**src/rtl/s13207_seq_pkg.sv**
```systemverilog
// ---------------------------------------------------------------------------
// s13207_seq_pkg
// Shared types and constants for the s13207 g9297 select sequencer:
//   - state_t       : sequencer state encoding
//   - CTL_BANK0/1/2 : {g86,g83,g80,g52} patterns for cone banks 0..2
//   - EN_ACTIVE/IDLE: {g44,g41,g45,g42,g55} patterns while scanning / idle
//   - ctl_for_mode(): bank select to ctl pattern lookup
// ---------------------------------------------------------------------------
package s13207_seq_pkg;

    typedef enum logic [2:0] {
        ST_IDLE   = 3'd0,
        ST_SETUP  = 3'd1,
        ST_SETTLE = 3'd2,
        ST_SAMPLE = 3'd3,
        ST_DONE   = 3'd4
    } state_t;

    localparam logic [3:0] CTL_BANK0     = 4'b0010;
    localparam logic [3:0] CTL_BANK1     = 4'b0000;
    localparam logic [3:0] CTL_BANK2     = 4'b1111;
    localparam logic [3:0] CTL_IDLE      = 4'b0000;

    localparam logic [4:0] EN_ACTIVE     = 5'b10000;
    localparam logic [4:0] EN_IDLE       = 5'b00000;

    localparam logic [1:0] MODE_RESERVED = 2'd3;

    // Mode 3 is reserved and never reaches this lookup during a scan;
    // it maps to the idle pattern so the function is total.
    function automatic logic [3:0] ctl_for_mode(input logic [1:0] m);
        logic [3:0] v;
        case (m)
            2'd0:    v = CTL_BANK0;
            2'd1:    v = CTL_BANK1;
            2'd2:    v = CTL_BANK2;
            default: v = CTL_IDLE;
        endcase
        return v;
    endfunction

endpackage

```
**src/rtl/s13207_next_code.sv**
```systemverilog
// ---------------------------------------------------------------------------
// s13207_next_code
// Combinational priority search: lowest set mask bit strictly above the
// current code. With i_first = 1 every bit is eligible, which is the
// "current = -1" case used to pick the first code of a scan.
// Ports:
//   i_mask  [15:0] code-enable mask
//   i_cur   [3:0]  current code
//   i_first        search from below code 0
//   o_found        a candidate exists
//   o_next  [3:0]  the candidate (0 when none)
// ---------------------------------------------------------------------------
module s13207_next_code
    import s13207_seq_pkg::*;
(
    input  logic [15:0] i_mask,
    input  logic [3:0]  i_cur,
    input  logic        i_first,
    output logic        o_found,
    output logic [3:0]  o_next
);

    logic [15:0] w_eligible;
    logic [15:0] w_onehot;

    // Keep only mask bits above the current code (or all of them on first pick)
    always_comb begin
        w_eligible = 16'h0000;
        for (int i = 0; i < 16; i++) begin
            w_eligible[i] = i_mask[i] & (i_first | (4'(i) > i_cur));
        end
    end

    // Isolate the lowest eligible bit and encode it
    always_comb begin
        w_onehot = w_eligible & (~w_eligible + 16'd1);
        o_found  = |w_eligible;
        o_next   = 4'd0;
        for (int i = 0; i < 16; i++) begin
            o_next = o_next | ({4{w_onehot[i]}} & 4'(i));
        end
    end

endmodule

```
**src/rtl/s13207_sel_sequencer.sv**
```systemverilog
// ---------------------------------------------------------------------------
// s13207_sel_sequencer
// Walks the g9297 cone through the masked 4-bit select codes, lets each code
// settle for SETTLE_CYCLES cycles and captures the cone output into result.
// Ports:
//   CK, RST          clock, asynchronous active-high reset
//   start, abort     host scan request / cancel (abort wins)
//   mode [1:0]       cone bank (3 reserved -> err pulse)
//   sel_mask [15:0]  codes to visit, latched on start acceptance
//   obs_in           g9297 value, captured at the end of SAMPLE
//   sel, ctl, en_grp, g62_drv   static cone drives (registered)
//   busy, done, err, aborted    host handshake (registered)
//   result [15:0], count [4:0]  capture word and number of samples
// ---------------------------------------------------------------------------
module s13207_sel_sequencer
    import s13207_seq_pkg::*;
#(
    parameter int SETTLE_CYCLES = 2
)
(
    input  logic        CK,
    input  logic        RST,
    input  logic        start,
    input  logic        abort,
    input  logic [1:0]  mode,
    input  logic [15:0] sel_mask,
    input  logic        obs_in,
    output logic [3:0]  sel,
    output logic [3:0]  ctl,
    output logic [4:0]  en_grp,
    output logic        g62_drv,
    output logic        busy,
    output logic        done,
    output logic        err,
    output logic        aborted,
    output logic [15:0] result,
    output logic [4:0]  count
);

    // SETUP loads SETTLE_CYCLES-1 so SETTLE lasts exactly SETTLE_CYCLES cycles
    localparam logic [3:0] SETTLE_LOAD = (SETTLE_CYCLES > 0) ? 4'(SETTLE_CYCLES - 1) : 4'd0;
    localparam bit         SKIP_SETTLE = (SETTLE_CYCLES == 0);

    state_t      r_state;
    logic [15:0] r_mask;
    logic [1:0]  r_mode;
    logic [3:0]  r_settle;
    logic [3:0]  r_sel;
    logic [3:0]  r_ctl;
    logic [4:0]  r_en_grp;
    logic        r_g62;
    logic        r_busy;
    logic        r_done;
    logic        r_err;
    logic        r_aborted;
    logic [15:0] r_result;
    logic [4:0]  r_count;

    logic [15:0] w_src_mask;
    logic        w_first;
    logic        w_found;
    logic [3:0]  w_next;

    // In IDLE the search runs on the live mask from below code 0; otherwise
    // it continues from the current code in the latched mask.
    always_comb begin
        if (r_state == ST_IDLE) begin
            w_src_mask = sel_mask;
            w_first    = 1'b1;
        end else begin
            w_src_mask = r_mask;
            w_first    = 1'b0;
        end
    end

    s13207_next_code u_next_code (
        .i_mask  (w_src_mask),
        .i_cur   (r_sel),
        .i_first (w_first),
        .o_found (w_found),
        .o_next  (w_next)
    );

    // Sequencer state machine with all outputs registered
    always_ff @(posedge CK or posedge RST) begin
        if (RST) begin
            r_state   <= ST_IDLE;
            r_mask    <= 16'h0000;
            r_mode    <= 2'd0;
            r_settle  <= 4'd0;
            r_sel     <= 4'd0;
            r_ctl     <= CTL_IDLE;
            r_en_grp  <= EN_IDLE;
            r_g62     <= 1'b0;
            r_busy    <= 1'b0;
            r_done    <= 1'b0;
            r_err     <= 1'b0;
            r_aborted <= 1'b0;
            r_result  <= 16'h0000;
            r_count   <= 5'd0;
        end else begin
            r_done    <= 1'b0;
            r_err     <= 1'b0;
            r_aborted <= 1'b0;
            if (abort && (r_state != ST_IDLE)) begin
                r_state   <= ST_IDLE;
                r_settle  <= 4'd0;
                r_sel     <= 4'd0;
                r_ctl     <= CTL_IDLE;
                r_en_grp  <= EN_IDLE;
                r_g62     <= 1'b0;
                r_busy    <= 1'b0;
                r_aborted <= 1'b1;
                r_result  <= 16'h0000;
                r_count   <= 5'd0;
            end else begin
                case (r_state)
                    ST_IDLE: begin
                        // abort held with start in IDLE suppresses the request silently
                        if (start && !abort) begin
                            if (mode == MODE_RESERVED) begin
                                r_err <= 1'b1;
                            end else begin
                                r_mode   <= mode;
                                r_mask   <= sel_mask;
                                r_result <= 16'h0000;
                                r_count  <= 5'd0;
                                r_busy   <= 1'b1;
                                if (w_found) begin
                                    r_state  <= ST_SETUP;
                                    r_sel    <= w_next;
                                    r_ctl    <= ctl_for_mode(mode);
                                    r_en_grp <= EN_ACTIVE;
                                    r_g62    <= 1'b1;
                                end else begin
                                    r_state <= ST_DONE;
                                    r_done  <= 1'b1;
                                end
                            end
                        end
                    end
                    ST_SETUP: begin
                        if (SKIP_SETTLE) begin
                            r_state <= ST_SAMPLE;
                        end else begin
                            r_state  <= ST_SETTLE;
                            r_settle <= SETTLE_LOAD;
                        end
                    end
                    ST_SETTLE: begin
                        if (r_settle == 4'd0) begin
                            r_state <= ST_SAMPLE;
                        end else begin
                            r_settle <= r_settle - 4'd1;
                        end
                    end
                    ST_SAMPLE: begin
                        r_result[r_sel] <= obs_in;
                        r_count         <= r_count + 5'd1;
                        if (w_found) begin
                            r_state <= ST_SETUP;
                            r_sel   <= w_next;
                            r_ctl   <= ctl_for_mode(r_mode);
                        end else begin
                            r_state  <= ST_DONE;
                            r_sel    <= 4'd0;
                            r_ctl    <= CTL_IDLE;
                            r_en_grp <= EN_IDLE;
                            r_g62    <= 1'b0;
                            r_done   <= 1'b1;
                        end
                    end
                    ST_DONE: begin
                        r_state <= ST_IDLE;
                        r_busy  <= 1'b0;
                    end
                    default: begin
                        r_state  <= ST_IDLE;
                        r_sel    <= 4'd0;
                        r_ctl    <= CTL_IDLE;
                        r_en_grp <= EN_IDLE;
                        r_g62    <= 1'b0;
                        r_busy   <= 1'b0;
                    end
                endcase
            end
        end
    end

    assign sel     = r_sel;
    assign ctl     = r_ctl;
    assign en_grp  = r_en_grp;
    assign g62_drv = r_g62;
    assign busy    = r_busy;
    assign done    = r_done;
    assign err     = r_err;
    assign aborted = r_aborted;
    assign result  = r_result;
    assign count   = r_count;

endmodule
```
**config.mk**
```make
export PLATFORM = sky130hd
export DESIGN_NAME = s13207_sel_sequencer
export DESIGN_NICKNAME = d
export VERILOG_FILES = /design/src/rtl/s13207_seq_pkg.sv /design/src/rtl/s13207_next_code.sv /design/src/rtl/s13207_sel_sequencer.sv
export SDC_FILE = /design/constraint.sdc
export NUM_CORES = 1
export LEC_CHECK = 0
export CORE_MARGIN = 5
export CORE_UTILIZATION = 40
export DETAILED_ROUTE_END_ITERATION = 6
export HOLD_SLACK_MARGIN = 0.12
export MAX_ROUTING_LAYER = met4
export PLACE_DENSITY = 0.74
export SLEW_MARGIN = 20
export SYNTH_ARGS = -nofsm -noshare
export SYNTH_HDL_FRONTEND = slang
export SYNTH_SLANG_ARGS = --single-unit
```
**constraint.sdc**
```tcl
create_clock -name CK -period 2.6 [get_ports CK]
set_input_delay 0.65 -clock CK [delete_from_list [all_inputs] [get_ports CK]]
set_output_delay 0.65 -clock CK [all_outputs]
set_load 0.05 [all_outputs]
```
# [Word level (Yosys, flattened, before mapping)]
# Index checks and enable logic that the tools add are counted.
[word_totals] input_bits=23 out_inout_bits=39 reg_bits=64 wordCells=183
[classes] n_lt_le_gt_ge=18 bitwise_logic=50 add_sub_neg=3 reduce_logical=21 n_eq_ne=15 muxes=62
[ops] cell="16-bit two-way mux" n=4
[ops] cell="4-bit two-way mux" n=12
[ops] cell="5-bit two-way mux" n=8
[ops] cell="4-bit > comparator, first input constant" n=8
[ops] cell="4-bit OR" n=8
[ops] cell="16-bit case mux with 2 select lines" n=1
[ops] cell="4-bit case mux with 2 select lines" n=3
[ops] cell="4-bit case mux with 3 select lines" n=2
[ops] cell="1-bit two-way mux" n=19
[ops] cell="16-bit by 1-bit adder with 16-bit output, second input constant" n=1
[ops] cell="1-bit AND" n=16
[ops] cell="16-bit AND" n=1
[ops] cell="16-bit bitwise mux" n=1
[ops] cell="3-bit by 4-bit > comparator with 1-bit output, first input constant" n=4
[ops] cell="16-bit NOT" n=1
[ops] cell="1-bit OR" n=16
[ops] cell="4-bit by 3-bit OR with 4-bit output" n=4
[ops] cell="16-bit OR reduction" n=1
[ops] cell="3-bit two-way mux" n=5
[ops] cell="5-bit case mux with 3 select lines" n=1
[ops] cell="3-bit inequality test, second input constant" n=4
[ops] cell="3-bit case mux with 4 select lines" n=1
[ops] cell="5-bit case mux with 2 select lines" n=1
[ops] cell="3-bit AND reduction" n=3
[ops] cell="28 further kinds" n=44

# [Depth between registers and ports, before layout]
# Gate-level depths: netlist (run 1).
[logic_depth] depth_word=26 ltp_mapped=10 depth_no_buf=8

# [Cells and area by module]
# A second synthesis (run 1) with hierarchy kept.
[unflattened] hier_cells=419 hier_area_um2=3758.6
[by_module_without_submodules] mod="s13207_sel_sequencer" instances=1 cells_per_inst=316 seq_area_each_um2=1426.4 area_per_inst_um2=3121.7
[by_module_without_submodules] mod="s13207_next_code" instances=1 cells_per_inst=103 seq_area_each_um2=0.0 area_per_inst_um2=636.9

# [Worst setup path after synthesis (run 1)]
# Ideal clock, no wire load.
[synth_timing] path_type="register -> register" startpoint="register r_sel[1], in the netlist sel[1]" endpoint="register r_sel[2], in the netlist sel[2]" arrival_ps=2632 t_required_ps=2478 setup_slack_ps=-153 stages_incl_launch_ff=9 path_buffers=2 synth_period_minus_slack_ps=2753 setup_ps=122 cell_sequence="dfrtp_1 -> clkbuf_1 -> nor2_1 -> a221oi_1 -> o22ai_1 -> or4b_1 -> buf_2 -> nor2b_1 -> a32o_1"
[synth_via] elab_chain_len=23 word_cells_on_any_way=72 classes_between="1 x add/sub; 16 x order compare; 1 x eq/ne; 6 x mux; 46 x bitwise; 2 x reduce/logical"
[synth_rtl] element="from (decl)" line="s13207_sel_sequencer.sv:48" source="logic [3:0] r_sel;"
[synth_rtl] element="from (signal assigned)" line="s13207_sel_sequencer.sv:131" source="r_sel <= w_next;"
[synth_rtl] element="from (signal assigned)" line="s13207_sel_sequencer.sv:162" source="r_sel <= w_next;"
[synth_rtl] element="1-bit by 4-bit > comparator with 1-bit output, or another cell as far along" line="s13207_next_code.sv:30" source="w_eligible[i] = i_mask[i] & (i_first | (4'(i) > i_cur));"
[synth_rtl] element="1-bit OR" line="s13207_next_code.sv:30"
[synth_rtl] element="1-bit AND" line="s13207_next_code.sv:30"
[synth_rtl] element="16-bit NOT" line="s13207_next_code.sv:36" source="w_onehot = w_eligible & (~w_eligible + 16'd1);"
[synth_rtl] element="16-bit by 1-bit adder with 16-bit output" line="s13207_next_code.sv:36"
[synth_rtl] element="16-bit AND" line="s13207_next_code.sv:36"
[synth_rtl] element="4-bit by 3-bit OR with 4-bit output (4 in series)" line="s13207_next_code.sv:40" source="o_next = o_next | ({4{w_onehot[i]}} & 4'(i));"
[synth_rtl] element="4-bit OR (8 in series)" line="s13207_next_code.sv:40"
[synth_rtl] element="4-bit two-way mux" line="s13207_sel_sequencer.sv:129" source="if (w_found) begin"
[synth_rtl] element="4-bit two-way mux" line="s13207_sel_sequencer.sv:121" source="if (mode == MODE_RESERVED) begin"
[synth_rtl] element="4-bit two-way mux" line="s13207_sel_sequencer.sv:120" source="if (start && !abort) begin"
[synth_rtl] element="4-bit case mux with 3 select lines" line="s13207_sel_sequencer.sv:117" source="case (r_state)"
[synth_rtl] element="4-bit two-way mux" line="s13207_sel_sequencer.sv:105" source="if (abort && (r_state != ST_IDLE)) begin"
# Parallel ways exist; a longest one is shown, timed or not. The select of a mux whose other input is x is not followed.
# A chain may end at the register's enable or synchronous reset.

# [Worst setup path in the final report (run 1)]
[layout_timing] startpoint="register r_state[2]" endpoint="register r_sel[2], in the netlist sel[2]"
[layout_via] elab_chain_len=24 word_cells_on_any_way=69 classes_between="1 x add/sub; 8 x eq/ne; 8 x mux; 46 x bitwise; 6 x reduce/logical"
[layout_rtl] element="from (decl)" line="s13207_sel_sequencer.sv:44" source="state_t r_state;"
[layout_rtl] element="from (signal assigned)" line="s13207_sel_sequencer.sv:87" source="r_state <= ST_IDLE;"
[layout_rtl] element="from (signal assigned)" line="s13207_sel_sequencer.sv:106" source="r_state <= ST_IDLE;"
[layout_rtl] element="from (signal assigned)" line="s13207_sel_sequencer.sv:130" source="r_state <= ST_SETUP;"
[layout_rtl] element="3-bit zero test" line="s13207_sel_sequencer.sv:67, s13207_sel_sequencer.sv:117"
[layout_rtl] element="1-bit two-way mux" line="s13207_sel_sequencer.sv:67" source="if (r_state == ST_IDLE) begin"
[layout_rtl] element="1-bit OR" line="s13207_next_code.sv:30"
[layout_rtl] element="1-bit AND" line="s13207_next_code.sv:30"
[layout_rtl] element="16-bit NOT" line="s13207_next_code.sv:36"
[layout_rtl] element="16-bit by 1-bit adder with 16-bit output" line="s13207_next_code.sv:36"
[layout_rtl] element="16-bit AND" line="s13207_next_code.sv:36"
[layout_rtl] element="4-bit by 3-bit OR with 4-bit output (4 in series)" line="s13207_next_code.sv:40"
[layout_rtl] element="4-bit OR (8 in series)" line="s13207_next_code.sv:40"
[layout_rtl] element="4-bit two-way mux" line="s13207_sel_sequencer.sv:129"
[layout_rtl] element="4-bit two-way mux" line="s13207_sel_sequencer.sv:121"
[layout_rtl] element="4-bit two-way mux" line="s13207_sel_sequencer.sv:120"
[layout_rtl] element="4-bit case mux with 3 select lines" line="s13207_sel_sequencer.sv:117"
[layout_rtl] element="4-bit two-way mux" line="s13207_sel_sequencer.sv:105"
# Parallel ways exist; a longest one is shown, timed or not. The select of a mux whose other input is x is not followed.

==> results.json, run 1 <==
{
  "status": "complete, no violations",
  "via_per_inst": 5.57,
  "fin_util": 0.554,
  "ant_nets": 0,
  "relSlewSlack": 0.659,
  "endpoint_kind": "flop",
  "area_growth_pct": 33.7,
  "ys.flop_type": "dfrtp_1",
  "rsz0062_at_grt": "yes",
  "synth_edf_count": 0,
  "post-place-ws_ns": -0.606,
  "synthArstFlopShare": 1.00,
  "root_buffer": "clkbuf_8",
  "first_pass_iters": 7,
  "gr-total-overflow": 0,
  "die_h_um": 99.9,
  "max_freq_mhz": 400,
  "postLayoutCellArea_mm2": 0.00433,
  "period_needed_ns": 2.50,
  "path_clk_slew_ns": 0.10,
  "yosysUniqueCellTypes": 60,
  "synth_top_area_frac": 0.433,
  "p_total_mw": 3.12,
  "antennaDiodeCount": 0,
  "std_cell_rows": 32,
  "drive_gt1_frac": 0.217,
  "yosys-top-cells-area": "dfrtp_1 43%, mux2_2 5.9%, nor2_1 4.6%",
  "cp_cell_sequence": "or3_4 > or3_4 > o32ai_4 > or4b_4 > nor2b_1 > a32o_1",
  "worst_ep_required_time_ns": 2.80,
  "drc": 0,
  "wl_mm": 8.82,
  "worst-slew-pin-transition_ns": 0.509,
  "grt_max_degree": 57,
  "num-nets-final": 471,
  "hp-class": "reg2reg",
  "ioPinCount": 62,
  "syn-cell-area_mm2": 0.00324,
  "synth_seq_cells": 56,
  "grt_pass1_vias": 3077,
  "placed_cells": 541,
  "clkLatencyLatePin_ns": 0.31,
  "syn_avg_cell_area_um2": 9.09,
  "worstSetupPathType": "reg2reg",
  "final_cells": 549,
  "setup_ws_ns": 0.0988,
  "nFillCells": 724,
  "port_buffers": 57,
  "maxCapViolCount": 0,
  "drt-initial-drc-count": 165,
  "crit_slowest_cell": "or4b_4",
  "gr-usage-all-layers": 0.190,
  "min_period_over_period": 0.962,
  "clock_skew_ns": 0.00929,
  "tns_ns": 0,
  "critPathMaxFanout": 8,
  "h-tree-depth": 2,
  "die_area_mm2": 0.00999,
  "syn_inst": 356,
  "ys_seq_area_frac": 0.433,
  "slew_viol_final": 0,
  "ir_drop_mv": 0.447,
  "power_per_cell_area_mw_per_mm2": 722,
  "place_congestion": 0.926,
  "holdWs_ns": 0.507,
  "yosys_warnings": 0,
  "worstPathArrival_ns": 2.70,
  "vias": 3060,
  "cts_buffers": 5,
  "grt_pass1_wl_mm": 15.1,
  "setup_viol": 0,
  "cts_sinks": 56,
  "die_w_um": 99.9,
  "postPlaceCellArea_mm2": 0.00421,
  "start_util": 0.414,
  "cpPeakStageDelay_ns": 0.54,
  "crit_top_cell": "or3_4",
  "core_area_mm2": 0.00781,
  "yosys.area.top_type": "dfrtp_1",
  "wl_per_cell_um": 16.1,
  "hold_viol": 0,
  "dp_hpwl_mm": 6.66,
  "cellLeakagePower_nw": 1.80,
  "cts_tree": "built",
  "antenna_found_initial": 0,
  "worst_setup_path_start_kind": "flop",
  "clockBufferDepth": 2
}
## metal layers
layer / global-route usage / vias up / share of wire
li1: - / 1477 / -
met1: 0.249 / 1466 / 0.44
met2: 0.310 / 103 / 0.49
met3: 0.0285 / 14 / 0.056
met4: 0.0473 / 0 / 0.016
met5: - / - / 0
## cell type report
type / count / area, um^2 / share of cell area
clock inverter: 2 / 16.3 / 0.00376
tap: 102 / 128 / 0.0295
multi-input combinational: 264 / 1700 / 0.392
clock buffer: 6 / 72.6 / 0.0168
sequential: 56 / 1410 / 0.325
timing repair buffer: 109 / 972 / 0.225
inverter: 10 / 37.5 / 0.00868
## registers in the layout, summed over array words and instances (netlist names)
signal and cells:
r_settle 4, r_state 3, ctl 2, en_grp 1, err 1, sel 4, result 16, done 1
r_mode 2, r_mask 15, busy 1, count 5, aborted 1
## cells by family (layout without fill, tap and decap cells)
| logic type | count (synthesis) | count (layout) | synth area share |
|---|---|---|---|
| AND/OR/NAND/NOR | 127 | 127 | 0.191 |
| AO/OA/AOI/OAI | 108 | 108 | 0.232 |
| flip-flops | 56 | 56 | 0.433 |
| buffers and inverters | 39 | 127 | 0.0580 |
| multiplexers | 19 | 19 | 0.0654 |
| XOR/XNOR | 4 | 4 | 0.0108 |
| adder cells (fa/ha/maj) | 2 | 2 | 0.00773 |
| other | 1 | 4 | 0.00116 |
## cells in the mapped netlist (2+ instances only)
| library cell | number |
|---|---|
| xor2_1 | 4 |
| nand3_1 | 17 |
| mux2i_1 | 2 |
| nand2_1 | 29 |
| mux2_2 | 17 |
| o21bai_1 | 4 |
| a2bb2oi_1 | 3 |
| or3_4 | 2 |
| a211oi_1 | 3 |
| nand2b_1 | 8 |
| nand4_1 | 3 |
| a31oi_1 | 7 |
| o21ai_0 | 18 |
| o2111ai_1 | 2 |
| inv_1 | 10 |
| o41ai_1 | 3 |
| ha_1 | 2 |
| buf_1 | 2 |
| o22a_1 | 2 |
| buf_2 | 6 |
| or2_2 | 4 |
| o31ai_1 | 7 |
| and3_1 | 2 |
| nor2b_1 | 2 |
| o311ai_0 | 4 |
| o22ai_1 | 6 |
| dfrtp_1 | 56 |
| nor3_1 | 10 |
| a221oi_1 | 2 |
| clkbuf_1 | 13 |
| nor2_1 | 40 |
| nand3b_1 | 3 |
| o211ai_1 | 3 |
| a21oi_1 | 27 |
| buf_4 | 7 |
| nor3b_1 | 2 |
## cell usage in the layout, fill, tap and decap left out, types with 8 or more instances in the layout
master and count:
buf_4 51, mux2_2 17, nand3_1 17, a21oi_1 26, nor3_1 9, clkdlybuf4s50_1 56, nor2_1 39, dfrtp_1 53
inv_1 9, nand2_1 29, nand2b_1 8, o21ai_0 17
## report_power, final
group	internal (mW)	leakage, nW	switching, mW
registers	1.03	0.721	0.151
clock network	0.193	0.0414	0.291
logic	0.601	1.04	0.855
## critical path: cells and delay by family (launching register included)
family / cells / cell delay (ns)
AO/OA/AOI/OAI: 2 / 0.47
flip-flops: 1 / 0.39
AND/OR/NAND/NOR: 4 / 1.53
## worst paths after layout
path	start	to	slack, ns	cells after the start
max reg2reg	r_state[2]$_DFFE_PP0P_	sel[2]$_DFFE_PP0P_	0.1	6
min reg2reg	r_mask[4]$_DFFE_PP0P_	r_mask[4]$_DFFE_PP0P_	0.51	1
min in group asynchronous	RST	count[3]$_DFFE_PP0P_	0.70	3
min	r_mask[4]$_DFFE_PP0P_	r_mask[4]$_DFFE_PP0P_	0.51	1
max in group asynchronous	RST	sel[3]$_DFFE_PP0P_	1.63	3
max	r_state[2]$_DFFE_PP0P_	sel[2]$_DFFE_PP0P_	0.1	6
## repair_timing
action	4_1_cts	5_1_grt
setup endpoints to repair	10	7
gates cloned	0	0
pin swaps	4	3
resized for setup	8	1
setup buffers	0	0
hold buffers	0	0
No activity file was read; power rests on OpenSTA's default activity.
==> inputs of run 2 (changes only) <==
==> constraint.sdc (replaced) <==
create_clock -name CK -period 2.6 [get_ports CK]
set_input_delay 0.65 -clock CK [delete_from_list [all_inputs] [get_ports CK]]
set_output_delay 0.65 -clock CK [all_outputs]
set_load 0.1 [all_outputs]
==> run 2 against run 1 <==
Net effect:
- combinational power increased by 18%
- utilization increased by 0.18 points
- clock skew decreased by 0.0013 ns
- final area increased by 0.32%
- total power increased by 11%
- register-to-register slack about the same
==> results.json, run 2 (same netlist as run 1, synthesis figures left out) <==
{
  "h-tree-depth": 2,
  "final_common_cell": "buf_4",
  "r2r_cells": 7,
  "area_growth_pct": 34.1,
  "wl_per_cell_um": 17.3,
  "cpPeakStageDelay_ns": 0.58,
  "timing.rr.start": "r_state[2]$_DFFE_PP0P_",
  "ioPinCount": 62,
  "cellLeakagePower_nw": 1.92,
  "via_per_inst": 5.64,
  "grt_pass1_vias": 3060,
  "max_freq_mhz": 395,
  "setup_viol": 0,
  "hp-class": "reg2reg",
  "path_clk_slew_ns": 0.11,
  "layout.cells.most_common_list": "90 x buf_4, 52 x dfrtp_1, 39 x nor2_1",
  "gr-usage-all-layers": 0.198,
  "grt_max_degree": 22,
  "core_area_mm2": 0.00781,
  "ir_drop_mv": 0.518,
  "slew_viol_final": 0,
  "dp_hpwl_mm": 7.29,
  "period_needed_ns": 2.53,
  "grt_pass1_wl_mm": 15.5,
  "clock_skew_ns": 0.00799,
  "vias": 3137,
  "port_buffers": 57,
  "final_cells": 556,
  "worstPathArrival_ns": 2.79,
  "relSlewSlack": 0.662,
  "num-nets-final": 478,
  "holdWs_ns": 0.511,
  "status": "complete, no violations",
  "clockBufferDepth": 2,
  "start_util": 0.414,
  "first_pass_iters": 5,
  "antennaDiodeCount": 0,
  "hold_end": "r_mask[4]$_DFFE_PP0P_",
  "place_congestion": 0.921,
  "critPathMaxFanout": 8,
  "wl_mm": 9.62,
  "drive_gt1_frac": 0.319,
  "ant_nets": 0,
  "cts_tree": "built",
  "cts_buffers": 5,
  "crit_slowest_cell": "or4b_4",
  "endpoint_kind": "flop",
  "placed_cells": 542,
  "post-place-ws_ns": -0.556,
  "rrSetupSlack_ns": 0.09,
  "die_h_um": 99.9,
  "root_buffer": "clkbuf_8",
  "drc": 0,
  "worst_ep_required_time_ns": 2.86,
  "worstSetupPathType": "in2reg",
  "cts_sinks": 56,
  "die_area_mm2": 0.00999,
  "antenna_found_initial": 0,
  "die_w_um": 99.9,
  "cp_cell_sequence": "dlygate4sd2_1 > or4_4 > nor3_4 > o22ai_2 > or4b_4 > o22ai_4 > a22o_1",
  "std_cell_rows": 32,
  "p_total_mw": 3.46,
  "critPathTopFamily": "simple AND/OR/NAND/NOR gates",
  "maxCapViolCount": 0,
  "worst-slew-pin-transition_ns": 0.505,
  "power_per_cell_area_mw_per_mm2": 798,
  "worst_setup_path_start_kind": "input pin",
  "timing.rr.end": "sel[1]$_DFFE_PP0P_",
  "drt-initial-drc-count": 200,
  "gr-total-overflow": 0,
  "whs_path_depth": 1,
  "hp-start": "r_mask[4]$_DFFE_PP0P_",
  "setup_ws_ns": 0.0658,
  "crit_buf_inv": 1,
  "hold_viol": 0,
  "min_period_over_period": 0.975,
  "clkLatencyLatePin_ns": 0.32,
  "largest_reg_flops": 16,
  "rsz0062_at_grt": "yes"
}
-- run 2: cell count changes in the layout (fill, tap and decap cells not counted), sizes merged --
cell / change
clkdlybuf4s50: -35
buf: +41
or3: +1
inv: +1
clkbuf: -1
-- run 2: metrics by stage --
step / instance area, um^2 / setup TNS (ns) / util
floorplan: 3280 / -0.272 / -
global placement: 4150 / -4.24 / 0.531
detailed placement: 4150 / -4.92 / 0.531
CTS: 4290 / 0 / 0.549
global route: 4340 / -0.0239 / 0.556
finish: 4340 / 0 / 0.556
-- run 2: area by class of cell --
class,count,area (um^2)
Fill cell,689,3470
Multi-Input combinational cell,265,1730
Sequential cell,56,1410
Timing Repair Buffer,115,946
Tap cell,102,128
Clock buffer,5,68.8
Inverter,10,37.5
Clock inverter,3,27.5
-- run 2: power by group --
group	total, mW	switching, mW	internal [mW]
sequential	1.21	0.179	1.04
combinational	1.73	1.12	0.608
clock	0.516	0.318	0.199
-- run 2: how the worst max path moves through the flow --
stage,from,slack [ns],cells after the start,endpoint
3_5_place_dp,sel_mask[12],-0.56,7,sel[2]$_DFFE_PP0P_
6_report,sel_mask[12],0.07,7,sel[1]$_DFFE_PP0P_
4_1_cts,sel_mask[7],0.02,8,sel[0]$_DFFE_PP0P_
5_1_grt,r_state[2]$_DFFE_PP0P_,-0.02,8,sel[0]$_DFFE_PP0P_
2_1_floorplan,sel[3]$_DFFE_PP0P_,-0.09,8,sel[2]$_DFFE_PP0P_
3_3_place_gp,sel_mask[12],-0.49,8,ctl[2]$_DFFE_PP0P_
-- run 2: metal layers --
layer  share of wire  up-vias  GRT usage
li1                -     1495          -
met1            0.44     1527      0.257
met2            0.49      105      0.324
met3           0.055       10     0.0299
met4          0.0084        0     0.0536
met5               0        -          -
-- run 2: timing repair --
item                                    4_1_cts  5_1_grt
endpoints found under the hold margin         0        0
hold buffers                                  0        0
pin swaps                                     6        5
setup buffers                                 1        4
resized for setup                            12        3
endpoints found under the setup margin       10        8
gates cloned                                  0        1
-- run 2: worst reg2reg max path: cells and delay by family, from the launching register on --
family	cells	cell delay (ns)
compound gates	3	0.56
buf+inv	1	0.16
flops	1	0.42
simple gates	3	1.33
==> inputs of run 3 (changes only) <==
Settings changed: PLACE_DENSITY 0.74 to 0.64.
==> run 3 against run 2 <==
Net effect:
- clock skew is 0.0021 ns higher
- hold slack hardly changed
- register-to-register slack hardly changed
- sequential cell count stayed put
- final area is 1.2% lower
- global-route usage is 1.2 points lower
- sequential power hardly changed
- die area stayed put
- utilization is 0.64 points lower
- largest power group unchanged
==> results.json, run 3 (same netlist as run 1, synthesis figures left out) <==
{
  "status": "complete, no violations",
  "grt_pass1_vias": 2947,
  "grt_use_met2": 0.297,
  "largest_reg_flops": 16,
  "met3_usage": 0.0320,
  "endpoint_kind": "flop",
  "final_common_cell": "buf_4",
  "cts_buffers": 5,
  "critPathMaxFanout": 8,
  "wl_mm": 8.93,
  "drt-initial-drc-count": 143,
  "met1_usage": 0.248,
  "vias": 3093,
  "rsz0062_at_grt": "yes",
  "clkLatencyLatePin_ns": 0.32,
  "core_area_mm2": 0.00781,
  "cts_sinks": 56,
  "die_w_um": 99.9,
  "clock_skew_ns": 0.0101,
  "start_util": 0.414,
  "ant_nets": 0,
  "num-nets-final": 468,
  "power_per_cell_area_mw_per_mm2": 813,
  "place_congestion": 0.974,
  "hp-class": "reg2reg",
  "min_period_over_period": 0.967,
  "std_cell_rows": 32,
  "max_freq_mhz": 398,
  "root_buffer": "clkbuf_8",
  "grt_pass1_wl_mm": 14.7,
  "die_h_um": 99.9,
  "gr-total-overflow": 0,
  "p_total_mw": 3.49,
  "worst_setup_path_start_kind": "flop",
  "area_growth_pct": 32.6,
  "hold_viol": 0,
  "ioPinCount": 62,
  "worst-slew-pin-transition_ns": 0.551,
  "wl_per_cell_um": 16.4,
  "grt_max_degree": 57,
  "worstPathArrival_ns": 2.73,
  "path_clk_slew_ns": 0.10,
  "hold_buffers": 0,
  "port_buffers": 57,
  "first_pass_iters": 4,
  "layout.cells.most_common_list": "81 x buf_4, 52 x dfrtp_1, 38 x nor2_1",
  "dp_hpwl_mm": 6.76,
  "setup_viol": 0,
  "grt_most_used_layer": "met2",
  "antenna_found_initial": 0,
  "gr-usage-all-layers": 0.186,
  "antennaDiodeCount": 0,
  "cellLeakagePower_nw": 1.89,
  "holdWs_ns": 0.511,
  "period_needed_ns": 2.52,
  "relSlewSlack": 0.632,
  "h-tree-depth": 2,
  "clockBufferDepth": 2,
  "drive_gt1_frac": 0.306,
  "worst_ep_required_time_ns": 2.81,
  "die_area_mm2": 0.00999,
  "cts_tree": "built",
  "slew_viol_final": 0,
  "ir_drop_mv": 0.574,
  "worstSetupPathType": "reg2reg",
  "via_per_inst": 5.66,
  "drc": 0,
  "fin_util": 0.550,
  "maxCapViolCount": 0
}
## run 3: layer usage
metal,routed length (um),up-vias
li1,-,1477
met5,0,-
met4,101,0
met3,618,15
met2,4170,117
met1,4040,1484
## run 3: area by class of cell
type                    count  area (um^2)
clock buffers               6         72.6
clock inverters             2         38.8
repair buffers            106          882
fillers                   680         3520
multi-input cells         264         1730
flip-flops and latches     56         1410
inverters                  10         37.5
well taps                 102          128
## run 3: worst max-delay path, cell delays in order (launching register included)
cell,delay [ns]
dfrtp_1,0.42
or3_4,0.44
or3_4,0.37
o32ai_4,0.22
or4b_4,0.53
o22ai_4,0.27
nand2_1,0.09
o31ai_1,0.08
## run 3: path summary, 6_finish.rpt
kind	startpoint	to	slack, ns	depth (start not counted)
worst max-delay path	r_state[2]$_DFFE_PP0P_	sel[3]$_DFFE_PP0P_	0.08	7
worst min-delay path	r_mask[4]$_DFFE_PP0P_	r_mask[4]$_DFFE_PP0P_	0.51	1
worst max register to register	r_state[2]$_DFFE_PP0P_	sel[3]$_DFFE_PP0P_	0.08	7
worst min register to register	r_mask[4]$_DFFE_PP0P_	r_mask[4]$_DFFE_PP0P_	0.51	1
max in group asynchronous	RST	sel[0]$_DFFE_PP0P_	1.64	3
min in group asynchronous	RST	count[0]$_DFFE_PP0P_	0.70	3
## run 3: timing repair
action,CTS,global route
buffers inserted,0,1
endpoints found under the setup margin,10,8
pin swaps,4,4
resized for setup,5,10
gates cloned,0,0
## run 3: report_power, final
group          switching (mW)  leakage, nW  internal, mW
Clock                   0.295       0.0558         0.292
Sequential              0.189        0.720          1.04
Combinational            1.09         1.12         0.590
## run 3: metrics by stage
| stage | worst slack [ns] | setup TNS [ns] | area [um^2] | instances |
|---|---|---|---|---|
| global placement | -0.496 | -4.26 | 4100 | 537 |
| floorplan | -0.0898 | -0.272 | 3280 | 359 |
| finish | 0.0849 | 0 | 4290 | 546 |
| detailed placement | -0.601 | -5.25 | 4100 | 537 |
| CTS | 0.00187 | 0 | 4220 | 545 |
| global route | -0.0243 | -0.0333 | 4290 | 546 |
